===== config.mk =====
export PLATFORM = sky130hd
export DESIGN_NAME = exe_mem_pipe_buf
export DESIGN_NICKNAME = d
export VERILOG_FILES = /design/src/rtl/exe_mem_pipe_buf_pkg.sv /design/src/rtl/exe_mem_pipe_buf_skid.sv /design/src/rtl/exe_mem_pipe_buf.sv
export SDC_FILE = /design/constraint.sdc
export NUM_CORES = 1
export LEC_CHECK = 0
export CAP_MARGIN = 0
export CORE_MARGIN = 2
export CORE_UTILIZATION = 35
export DETAILED_ROUTE_END_ITERATION = 6
export SLEW_MARGIN = 20
export SYNTH_ARGS = -nofsm -noshare
export SYNTH_HDL_FRONTEND = slang
export SYNTH_SLANG_ARGS = --single-unit

===== constraint.sdc =====
create_clock -name clk -period 2.8 [get_ports clk]
set_clock_uncertainty 0.2 [all_clocks]
set_input_delay 0.28 -clock clk [delete_from_list [all_inputs] [get_ports clk]]
set_output_delay 0.28 -clock clk [all_outputs]
set_load 0.02 [all_outputs]

===== src/rtl/exe_mem_pipe_buf_pkg.sv =====
// rtl/exe_mem_pipe_buf_pkg.sv - shared widths and buffer state encoding for the EXE->MEM boundary
package exe_mem_pipe_buf_pkg;

    // Default field widths of the core datapath
    localparam int ADDRESS_LEN         = 32;
    localparam int REGISTER_LEN        = 32;
    localparam int REGFILE_ADDRESS_LEN = 4;

    // Number of side-effecting control bits carried per instruction (wb, mr, mw)
    localparam int CTRL_BITS = 3;

    // Occupancy of the two-entry skid buffer
    typedef enum logic [1:0] {
        ST_EMPTY = 2'd0,
        ST_BUSY  = 2'd1,
        ST_FULL  = 2'd2
    } buf_state_t;

endpackage


===== src/rtl/exe_mem_pipe_buf_skid.sv =====
// rtl/exe_mem_pipe_buf_skid.sv - generic two-entry skid buffer with flush
module pipe_skid_buf
    import exe_mem_pipe_buf_pkg::*;
#(
    parameter int                   PAYLOAD_W = 8,
    parameter logic [PAYLOAD_W-1:0] CTRL_MASK = '0
) (
    input  logic                 clk,
    input  logic                 rst,
    input  logic                 flush,
    input  logic                 in_valid,
    output logic                 in_ready,
    input  logic [PAYLOAD_W-1:0] in_data,
    output logic                 out_valid,
    input  logic                 out_ready,
    output logic [PAYLOAD_W-1:0] out_data
);

    buf_state_t           state;
    logic [PAYLOAD_W-1:0] main_q;
    logic [PAYLOAD_W-1:0] skid_q;

    // The main entry is always the head of the queue
    assign out_data = main_q;

    // Occupancy FSM; handshake outputs are registered alongside the state so
    // in_ready never depends combinationally on out_ready. Flush wins over
    // every transfer and strips the control bits so a stale entry can never
    // cause a write even if its data is later observed.
    always_ff @(posedge clk or negedge rst) begin
        if (!rst) begin
            state     <= ST_EMPTY;
            out_valid <= 1'b0;
            in_ready  <= 1'b1;
            main_q    <= '0;
            skid_q    <= '0;
        end else if (flush) begin
            state     <= ST_EMPTY;
            out_valid <= 1'b0;
            in_ready  <= 1'b1;
            main_q    <= main_q & ~CTRL_MASK;
            skid_q    <= skid_q & ~CTRL_MASK;
        end else begin
            case (state)
                ST_EMPTY: begin
                    if (in_valid) begin
                        main_q    <= in_data;
                        state     <= ST_BUSY;
                        out_valid <= 1'b1;
                        in_ready  <= 1'b1;
                    end
                end
                ST_BUSY: begin
                    if (in_valid && out_ready) begin
                        main_q <= in_data;
                    end else if (in_valid) begin
                        skid_q   <= in_data;
                        state    <= ST_FULL;
                        in_ready <= 1'b0;
                    end else if (out_ready) begin
                        state     <= ST_EMPTY;
                        out_valid <= 1'b0;
                    end
                end
                ST_FULL: begin
                    if (out_ready) begin
                        main_q   <= skid_q;
                        state    <= ST_BUSY;
                        in_ready <= 1'b1;
                    end
                end
                default: begin
                    state     <= ST_EMPTY;
                    out_valid <= 1'b0;
                    in_ready  <= 1'b1;
                end
            endcase
        end
    end

endmodule


===== src/rtl/exe_mem_pipe_buf.sv =====
// rtl/exe_mem_pipe_buf.sv - EXE->MEM pipeline boundary with handshake, flush and stall counter
module exe_mem_pipe_buf
    import exe_mem_pipe_buf_pkg::*;
#(
    parameter int ADDR_W = ADDRESS_LEN,
    parameter int DATA_W = REGISTER_LEN,
    parameter int DEST_W = REGFILE_ADDRESS_LEN,
    parameter int CNT_W  = 16
) (
    input  logic              clk,
    input  logic              rst,
    input  logic              flush,
    input  logic              in_valid,
    output logic              in_ready,
    input  logic [ADDR_W-1:0] pc_in,
    input  logic              wb_enable_in,
    input  logic              mem_read_in,
    input  logic              mem_write_in,
    input  logic [DATA_W-1:0] alu_res_in,
    input  logic [DATA_W-1:0] val_rm_in,
    input  logic [DEST_W-1:0] dest_in,
    output logic              out_valid,
    input  logic              out_ready,
    output logic [ADDR_W-1:0] pc_out,
    output logic              wb_enable_out,
    output logic              mem_read_out,
    output logic              mem_write_out,
    output logic [DATA_W-1:0] alu_res_out,
    output logic [DATA_W-1:0] val_rm_out,
    output logic [DEST_W-1:0] dest_out,
    output logic [CNT_W-1:0]  stall_cnt
);

    localparam int LOW_W     = 2 * DATA_W + DEST_W;
    localparam int PAYLOAD_W = ADDR_W + CTRL_BITS + LOW_W;

    // Control bits sit directly below pc in the packed payload
    localparam logic [PAYLOAD_W-1:0] CTRL_MASK =
        {{ADDR_W{1'b0}}, {CTRL_BITS{1'b1}}, {LOW_W{1'b0}}};

    logic [PAYLOAD_W-1:0] in_data;
    logic [PAYLOAD_W-1:0] out_data;
    logic                 wb_head;
    logic                 mr_head;
    logic                 mw_head;

    // Pack MSB-first: pc, wb, mr, mw, alu, rm, dest
    assign in_data = {pc_in, wb_enable_in, mem_read_in, mem_write_in,
                      alu_res_in, val_rm_in, dest_in};

    pipe_skid_buf #(
        .PAYLOAD_W (PAYLOAD_W),
        .CTRL_MASK (CTRL_MASK)
    ) u_skid (
        .clk       (clk),
        .rst       (rst),
        .flush     (flush),
        .in_valid  (in_valid),
        .in_ready  (in_ready),
        .in_data   (in_data),
        .out_valid (out_valid),
        .out_ready (out_ready),
        .out_data  (out_data)
    );

    assign {pc_out, wb_head, mr_head, mw_head,
            alu_res_out, val_rm_out, dest_out} = out_data;

    // A bubble must never write the register file or touch memory
    assign wb_enable_out = wb_head & out_valid;
    assign mem_read_out  = mr_head & out_valid;
    assign mem_write_out = mw_head & out_valid;

    // Saturating count of cycles where MEM holds back a valid instruction
    always_ff @(posedge clk or negedge rst) begin
        if (!rst) begin
            stall_cnt <= '0;
        end else if (out_valid && !out_ready && (stall_cnt != {CNT_W{1'b1}})) begin
            stall_cnt <= stall_cnt + CNT_W'(1);
        end
    end

endmodule


==> results.py <==
metrics = {
    "yosys": {
        "syn_nets": 871,
        "avgSynthCellArea_um2": 14.0,
        "synth.distinct_cells": 44,
        "ys_ff_latch": 226,
        "synth_ff_type": "dfrtp_1",
        "syn_area_um2": 10600,
        "synth_edf_count": 0,
        "synth-async-reset-ratio_pct": 100,
        "synthCells": 762,
        "yosysSeqAreaShare_pct": 53.1,
        "ys.warnings.count": 0,
    },
    "sta": {
        "finalCriticalPeriod_ns": 2.26,
        "setup_viol": 0,
        "fin_ws_ns": 0.542,
        "hold_viol": 0,
        "grt_setup_unrepaired": "no",
        "setup_tns_ns": 0,
        "slew_headroom_pct": 50.9,
        "finalMaxSlewViolations": 0,
        "fmax_mhz": 443,
        "period_share_pct": 80.7,
        "max_slew.worst_pin.slew_ns": 0.737,
    },
    "hold_path": {
        "hold_class": "input port to asynchronous set/reset pin",
    },
    "clock_tree": {
        "htree_levels": 1,
        "clk_pin_slew_ns": 0.06,
        "cts_buffers": 26,
        "clock_path_buffers": 3,
        "clock-root-buffer": "clkbuf_16",
        "cts_tree": "done",
        "clkLatencyLatePin_ns": 0.52,
        "clkSinkCount": 226,
        "post_cts_resized": 0,
    },
    "floorplanning": {
        "die-area_um2": 31800,
        "rows": 63,
        "core_area_um2": 29800,
        "pin_count": 229,
        "die_h_um": 178,
        "start_util_pct": 35.7,
        "die_w_um": 178,
    },
    "critical_path": {
        "r2r_start": "u_skid.state[1]",
        "r2r_end": "u_skid.out_data[58]",
        "r2r.worst_path.cells": 5,
        "start_kind": "register",
        "critPathKind": "register to primary output",
        "cp_max_fo": 9,
        "crit_path_end_kind": "primary output",
        "crit_start": "u_skid.out_valid",
        "ff2ff_setup_slack_ns": 0.54,
        "crit_arrival_ns": 1.78,
        "worstPathRequired_ns": 2.32,
        "crit_end": "mem_read_out",
    },
    "finish": {
        "syn_to_final_growth_pct": 28.1,
        "final_area_um2": 13600,
        "layout.nets": 1011,
        "drive_gt1_share_pct": 41.4,
        "final_common_cell": "mux2_2",
        "layout_common_cells": "mux2_2, clkdlybuf4s50_1, dfrtp_1, clkbuf_16, buf_4",
    },
    "pwr": {
        "cellPowerDensity_nw_per_um2": 749,
        "p_leak_nw": 5.68,
        "irDropWorstVdd_v": 0.000440,
    },
    "global_route": {
        "antenna_found_initial": 0,
        "grt-ovfl-total": 0,
        "grt_util_all_layers_pct": 14.0,
        "grt_pass1_vias": 6453,
        "grt_start_max_net_pins": 91,
        "grt_pass1_wl_um": 35700,
    },
    "flow_run": {
        "cap_violations": 0,
    },
    "place": {
        "dpl_worst_slack_ns": 0.318,
        "globalplace.congestion": 0.751,
        "placed_cell_area_um2": 12800,
        "hpwlAfterDp_um": 14700,
        "io_buffers": 228,
    },
    "routing": {
        "first_iter_violations": 194,
        "vias": 6160,
        "dr.pass1.iters": 4,
        "drt-total-wl_um": 22400,
        "drc": 0,
        "final_antenna_net_count": 0,
        "wl_per_cell_um": 17.0,
        "via_per_inst": 4.70,
    },
    "status": {
        "status": "completed",
    },
}
## sequential cells by signal (all words and copies together) (netlist names)
register          flops
stall_cnt            16
u_skid.in_ready       1
u_skid.out_data     103
u_skid.out_valid      1
u_skid.skid_q       103
u_skid.state          2
## critical path, cell delays in order, from the launching register on
cell and delay, ns:
dfrtp_1 0.46, and2_1 0.19, clkdlybuf4s50_1 0.60
## stage by stage
stage | cells | hold slack, ns | util, % | power, mW
5_1_grt | 1311 | 0.170 | 45.8 | 10.8
3_3_place_gp | 1263 | 0.166 | 42.8 | 6.90
2_1_floorplan | 762 | -0.216 | - | 6.17
3_5_place_dp | 1263 | 0.163 | 42.8 | 6.96
4_1_cts | 1311 | 0.153 | 45.8 | 10.4
6_report | 1312 | 0.167 | 45.8 | 10.2
## Yosys cell counts, types with 2 or more instances
library cell	instances	area (um2)
nor4_1	2	12.5
dfrtp_1	225	5630
or2_2	3	18.8
nor2b_1	2	12.5
nand2_1	8	30.0
nand4_1	6	37.5
clkbuf_1	5	18.8
a22o_1	6	52.6
o21a_1	2	15.0
inv_1	4	15.0
buf_2	29	145
xor2_1	6	52.6
nor2_1	9	33.8
xnor2_1	5	43.8
nand3_1	2	10.0
and2_1	6	37.5
a21oi_1	4	20.0
mux2_2	304	3420
buf_4	100	751
buf_1	2	7.51
nor3_1	5	25.0
nand2b_1	5	31.3
## how the worst min path moves through the flow
stage,startpoint,to,depth (start not counted)
after floorplan,rst,stall_cnt[0],0
after detailed placement,rst,u_skid.skid_q[25],1
after global routing,pc_in[9],u_skid.skid_q[80],2
after global placement,rst,u_skid.out_data[30],1
final,rst,u_skid.skid_q[25],2
after CTS,pc_in[9],u_skid.skid_q[80],2
## what timing repair did
item                                   in CTS  in global routing
buffers inserted                            0                  0
endpoints found under the hold margin      82                  0
hold buffers                                1                  0
## kinds of logic after synthesis
group	share of synthesized area (%)
AO/OA/AOI/OAI	1.54
XOR/XNOR	0.905
adder cells (fa/ha/maj)	0.118
buffers and inverters	8.91
flip-flops	53.1
multiplexers	32.4
AND/OR/NAND/NOR	3.01
## where the power goes
part	switching, mW	internal, mW
Combinational	1.02	1.42
Sequential	0.397	4.03
Clock	1.33	2.03
Total	2.75	7.47
## cell type report
cell class                      instances  area, um2
Fill cell                            2705      16200
Antenna cell                            1       2.50
Clock buffer                           38        787
Clock inverter                          9       75.1
Sequential cell                       226       5660
Tap cell                              390        488
Timing Repair Buffer                  249       2560
Multi-Input combinational cell        395       4060
Inverter                                4       15.0
## per-layer routing
metal  part of all wire, %  global-route usage [%]  up-vias
li1                      -                       -     2877
met2                    45                    22.1      159
met4                   1.8                    3.49        0
met3                   8.9                    5.01       35
met1                    44                    18.4     3089
met5                     0                       0        -
(Power assumes the default switching activity.)
